--- config.mk ---
export PLATFORM = sky130hd
export DESIGN_NAME = strength_bus_arbiter
export DESIGN_NICKNAME = d
export VERILOG_FILES = /design/src/rtl/strength_bus_arbiter.sv
export SDC_FILE = /design/constraint.sdc
export NUM_CORES = 1
export LEC_CHECK = 0
export CORE_MARGIN = 2
export CORE_UTILIZATION = 43
export CTS_BUF_LIST = sky130_fd_sc_hd__clkbuf_4
export CTS_CLUSTER_DIAMETER = 40
export DETAILED_ROUTE_END_ITERATION = 8
export PLACE_DENSITY = 0.69
export SYNTH_ARGS = -nofsm -noshare
export SYNTH_HDL_FRONTEND = slang
export SYNTH_SLANG_ARGS = --single-unit
--- constraint.sdc ---
create_clock -name clk -period 3.4 [get_ports clk]
set_clock_uncertainty 0.05 [all_clocks]
set_input_delay 0.68 -clock clk [delete_from_list [all_inputs] [get_ports clk]]
set_output_delay 0.68 -clock clk [all_outputs]
set_load 0.005 [all_outputs]
--- src/rtl/strength_bus_arbiter.sv ---
// Round-robin owner arbiter for a pull0 wired net: one strong driver at a time,
// bounded hold, and a released turnaround window between consecutive owners.
module strength_bus_arbiter #(
    parameter int N         = 4,
    parameter int MAX_HOLD  = 8,
    parameter int TA_CYCLES = 1
) (
    input  logic                 clk,
    input  logic                 rst,
    input  logic [N-1:0]         req,
    input  logic [N-1:0]         drv_data,
    output logic [N-1:0]         gnt,
    output logic [$clog2(N)-1:0] owner_id,
    output logic                 bus_oe,
    output logic                 bus_o,
    output logic                 busy,
    output logic                 timeout
);

    localparam int IW = $clog2(N);
    localparam int HW = $clog2(MAX_HOLD + 1);
    localparam int TW = $clog2(TA_CYCLES + 1);

    localparam logic [IW-1:0] LAST_ID  = IW'(N - 1);
    localparam logic [HW-1:0] HOLD_MAX = HW'(MAX_HOLD);
    localparam logic [TW-1:0] TA_LAST  = TW'(TA_CYCLES);

    typedef enum logic [1:0] {
        IDLE,
        GRANT,
        TURNAROUND
    } state_t;

    state_t        state, state_n;
    logic [N-1:0]  gnt_n;
    logic [IW-1:0] owner_n;
    logic [IW-1:0] ptr, ptr_n;
    logic [HW-1:0] hold_cnt, hold_n;
    logic [TW-1:0] ta_cnt, ta_n;
    logic          timeout_n;
    logic          busy_n;

    logic [IW-1:0] win;
    logic          found;
    logic [IW-1:0] idx;
    int            idx_i;
    logic          do_arb;

    // First requester at or after ptr, wrapping from N-1 back to 0.
    always_comb begin
        win   = '0;
        found = 1'b0;
        idx_i = 0;
        idx   = '0;
        for (int k = 0; k < N; k++) begin
            idx_i = int'(ptr) + k;
            if (idx_i >= N) begin
                idx_i = idx_i - N;
            end
            idx = IW'(idx_i);
            if (!found && req[idx]) begin
                found = 1'b1;
                win   = idx;
            end
        end
    end

    always_comb begin
        state_n   = state;
        gnt_n     = gnt;
        owner_n   = owner_id;
        ptr_n     = ptr;
        hold_n    = hold_cnt;
        ta_n      = ta_cnt;
        timeout_n = 1'b0;
        do_arb    = 1'b0;

        case (state)
            IDLE: begin
                if (found) begin
                    do_arb = 1'b1;
                end
            end
            GRANT: begin
                if (!req[owner_id] || (hold_cnt == HOLD_MAX)) begin
                    // Only a still-requesting owner at the hold limit counts as preempted.
                    timeout_n = req[owner_id];
                    state_n   = TURNAROUND;
                    gnt_n     = '0;
                    owner_n   = '0;
                    hold_n    = '0;
                    ta_n      = TW'(1);
                end else begin
                    hold_n = hold_cnt + 1'b1;
                end
            end
            TURNAROUND: begin
                if (ta_cnt == TA_LAST) begin
                    if (found) begin
                        do_arb = 1'b1;
                    end else begin
                        state_n = IDLE;
                        ta_n    = '0;
                    end
                end else begin
                    ta_n = ta_cnt + 1'b1;
                end
            end
            default: begin
                state_n = IDLE;
                gnt_n   = '0;
                owner_n = '0;
                hold_n  = '0;
                ta_n    = '0;
            end
        endcase

        if (do_arb) begin
            state_n    = GRANT;
            gnt_n      = '0;
            gnt_n[win] = 1'b1;
            owner_n    = win;
            hold_n     = HW'(1);
            ta_n       = '0;
            ptr_n      = (win == LAST_ID) ? '0 : win + 1'b1;
        end

        busy_n = (state_n != IDLE);
    end

    always_ff @(posedge clk) begin
        if (rst) begin
            state    <= IDLE;
            gnt      <= '0;
            owner_id <= '0;
            ptr      <= '0;
            hold_cnt <= '0;
            ta_cnt   <= '0;
            timeout  <= 1'b0;
            busy     <= 1'b0;
        end else begin
            state    <= state_n;
            gnt      <= gnt_n;
            owner_id <= owner_n;
            ptr      <= ptr_n;
            hold_cnt <= hold_n;
            ta_cnt   <= ta_n;
            timeout  <= timeout_n;
            busy     <= busy_n;
        end
    end

    // The driver enable and line value come only from registered grant state plus live data.
    assign bus_oe = |gnt;
    assign bus_o  = bus_oe ? drv_data[owner_id] : 1'b0;

    a_gnt_onehot0 : assert property (@(posedge clk) disable iff (rst) $onehot0(gnt));
    a_timeout_in_ta : assert property (@(posedge clk) disable iff (rst) timeout |-> (state == TURNAROUND));

endmodule

# --- After elaboration in Yosys (flattened, before gate mapping) ---
# Index checks and enable logic that the tools add are counted.
op_classes:
  n_addsub: 10
  n_lt_le_gt_ge: 11
  eq_ne: 7
  n_mux: 48
  n_bitwise: 3
  reduce_logical: 17
ops:
  columns: ["operator", "count"]
  rows:
  - ["$mux 2", 15]
  - ["$lt 2x3->1 const B", 6]
  - ["$mux 1", 17]
  - ["$pmux 4 s2", 2]
  - ["$bmux 1 s2", 6]
  - ["$mux 4", 3]
  - ["$ge 3x3->1 const B", 3]
  - ["$sub 2x1->2 const B", 4]
  - ["$add 2x2->3 const B", 2]
  - ["$pmux 2 s3", 1]
  - ["$add 4x1->4 const B", 1]
  - ["$eq 2x2->1 const B", 2]
  - ["$eq 4x4->1 const B", 1]
  - ["$logic_and 1x1->1", 4]
  - ["$logic_not 1->1", 4]
  - ["$pmux 2 s2", 1]
  - ["$reduce_and 2->1", 2]
  - ["$reduce_or 2->1", 2]
  - ["$reduce_or 4->1", 1]
  - ["$add 2x1->3 const B", 1]
  - ["$ge 2x3->1 const B", 1]
  - ["$ne 3x3->1 const B", 1]
  - ["$not 1->1", 3]
  - ["$pmux 1 s3", 1]
  - ["12 further kinds", 12]
word_totals:
  register_bits: 17
  in_bits: 10
  output_inout_bits: 10
  wordCells: 105

# --- Longest topological paths before layout ---
logic_depth:
  depth_word: 19
  ltp_mapped: 8

# --- Least setup slack after synthesis ---
# OpenSTA, ideal clock, no wires.
synth_timing:
  path_kind: "input to output"
  from: "input drv_data[3]"
  to: "output bus_o"
  arrival_time_ns: 1.281
  required_time_ns: 2.670
  path_slack_ns: 1.389
  stages: 2
  path_cell_list: "mux4_2 -> and2_1"
synth_between:
  elab_chain_len: 3
synth_lines:
  columns: ["item", "line_no", "text"]
  rows:
  - ["start, declared", "11", "input logic [N-1:0] drv_data,"]
  - ["$bmux 1 s2", "155", "assign bus_o = bus_oe ? drv_data[owner_id] : 1'b0;"]
  - ["$mux 1 (implied by the code)", "155", null]
  - ["$mux 1", "155", null]
  - ["end, declared", "15", "output logic bus_o,"]
# No other way between the ends. The select of a mux whose other input is x is not followed.

# --- Worst setup path in the final report ---
# Same ends and word-level chain as after synthesis.

==> results_dict.tcl <==
set metrics [dict create \
    status "finished, final reports clean" \
    cp_max_fo 1 \
    critPathRequiredTime_ns 2.67 \
    nets 149 \
    yosysWarnings 0 \
    cts_resized 0 \
    drt_wl_total_um 2090 \
    drtIter0Drc 5 \
    placed_cell_area_um2 1200 \
    syn_area_um2 993 \
    initial_core_util_pct 45.3 \
    port-buffer-count 19 \
    final_core_util_pct 55.9 \
    async_reset_ff_share_pct 0 \
    synth_ff_type "dfxtp_1" \
    diodes 0 \
    start_kind "primary input" \
    worstHoldPathCells 1 \
    vias_per_cell 5.53 \
    fillers 206 \
    hp-class "reg -> reg" \
    path_clk_slew_ns 0.10 \
    grt_pass1_vias 804 \
    grt_pass1_wl_um 3510 \
    wl_per_cell_um 13.4 \
    r2r_cells 6 \
    max_slew_margin_pct 61.8 \
    grt_usage_pct 17.3 \
    slew_violations 0 \
    worstSetupPathType "in -> out" \
    tns_ns 0 \
    clk_latency_ns 0.29 \
    row_count 17 \
    setup_viol 0 \
    multi_input_area_um2 591 \
    cts_tree "done" \
    die-area_um2 2710 \
    synth_edf_count 0 \
    critPathSlowestCell "mux4_2" \
    cts_setup_buffers 0 \
    first_pass_iters 4 \
    path_common_cell "clkdlybuf4s50_1" \
    ir_drop_mv 0.331 \
    worstPathCellList "clkdlybuf4s50_1, mux4_2, and2_1, clkdlybuf4s50_1" \
    slowest_delay_ns 0.45 \
    synth_top_area_share_pct 34.3 \
    path_buf_inv 2 \
    antenna_found_initial 0 \
    crit_cells 4 \
    dp_hpwl_um 1650 \
    drc 0 \
    critPathCaptureType "output port" \
    timing.final.crit_share_pct 83.7 \
    cts_root_buf "clkbuf_4" \
    die_h_um 52.1 \
    fin_crit_ns 2.85 \
    die-width_um 52.1 \
    crit_family "buffers and inverters" \
    synth_seq_cells 17 \
    crit_arrival_ns 2.12 \
    ctsHoldBuffers 0 \
    antenna_left 0 \
    cts_sinks 17 \
    globalplace.congestion 0.797 \
    leakage_nw 0.495 \
    rsz0062_at_grt "no" \
    num_vias 863 \
    synth_nets 128 \
    worst_pin_slew_ns 0.568 \
    overflow 0 \
    numCtsBuffers 3 \
    fmax_ghz 0.351 \
    yosysTopAreaCell "dfxtp_1" \
    finalNonFillerCells 156 \
    drive_gt1_share_pct 7.81 \
    finalHoldViolations 0 \
    synth_area_per_cell_um2 9.20 \
    cts_max_path_buffers 2 \
    fin_hold_ws_ns 0.467 \
    register_area_um2 340 \
    synthCells 108 \
    fin_area_um2 1220 \
    maxCapViolations 0 \
    powerDensity_nw_per_um2 549 \
    grt_max_degree 11 \
    yosysSeqAreaShare_pct 34.3 \
    syn_to_final_growth_pct 23.3 \
    dp.cells 152 \
    cts.htree.levels 1 \
    coreArea_um2 2190 \
    synth_cell_types 36 \
    num_io_pins 20 \
    ys_top_cells_by_area "dfxtp_1 34%, ha_1 13%, mux4_2 4.5%" \
]
registers in the layout (all words and copies together), names as in the netlist:
register	count
gnt	4
hold_cnt	4
owner_id	2
ptr	2
state	2
busy	1
ta_cnt	1
timeout	1
cells in the mapped netlist (all sizes together), types with 2 or more instances:
cell	count
dfxtp	17
inv	11
ha	10
nor2	9
a21oi	6
a22o	5
o21ai	5
and3	4
and2	3
nand2b	3
nand3	3
nor3	3
nor4	3
o22ai	3
mux2i	2
mux4	2
nand2	2
or4	2
xnor2	2
cell families (layout without fill, tap and decap cells):
family,count (synthesis),in the layout,synth area share [%]
AO/OA/AOI/OAI,26,26,17.5
XOR/XNOR,2,2,1.76
adder cells (fa/ha/maj),10,10,12.6
multiplexers,4,4,6.55
AND/OR/NAND/NOR,35,35,21.0
flip-flops,17,17,34.3
buffers and inverters,14,34,6.30
cell usage in the layout, fill, tap and decap left out, drive strengths merged:
cell type      count
nand4              1
o31a               1
o21ai              5
a21oi              6
mux4               2
inv               11
a211oi             1
nand3              3
dfxtp             17
and3               4
clkdlybuf4s50     19
clkbuf             3
or2                1
ha                10
and2               3
a22o               5
or4                2
nor3               3
xnor2              2
o2bb2a             1
nor4               3
nand2              2
a31oi              1
nand3b             1
clkinv             1
a21boi             1
nand2b             3
a21o               1
o2111ai            1
mux2i              2
nor2               9
o22ai              3
routing by layer:
| metal | track usage [%] | up-vias | share of wire [%] |
|---|---|---|---|
| met3 | 2.59 | 4 | 2.7 |
| met2 | 30.8 | 14 | 50 |
| met5 | 0 | - | 0 |
| met1 | 20.7 | 414 | 46 |
| met4 | 6.58 | 0 | 1.4 |
| li1 | - | 431 | - |
final cells by class:
class / count / share of cell area, %
multi-input combinational: 77 / 48.2
sequential: 17 / 27.8
timing repair buffer: 19 / 15.5
inverter: 11 / 3.37
tap: 28 / 2.86
clock buffer: 3 / 1.84
clock inverter: 1 / 0.409
per-stage QoR:
stage               total power (W)  worst slack, ns
detailed placement         0.000568            0.548
global route               0.000722            0.516
floorplan                  0.000450             1.39
CTS                        0.000678            0.548
global placement           0.000557            0.556
finish                     0.000672            0.554
report_power, final:
group	switching (W)	total, W	internal [W]
logic	0.000142	0.000294	0.000151
clock network	0.0000661	0.000110	0.0000438
registers	0.0000348	0.000269	0.000234
path summary, 6_finish.rpt:
check | start | end | slack, ns
worst min register to register | gnt[3] | gnt[3] | 0.47
worst min-delay path | gnt[3] | gnt[3] | 0.47
worst max-delay path | drv_data[3] | bus_o | 0.55
worst max register to register | ptr[1] | gnt[0] | 1.39
No activity file was read; power rests on OpenSTA's default activity.
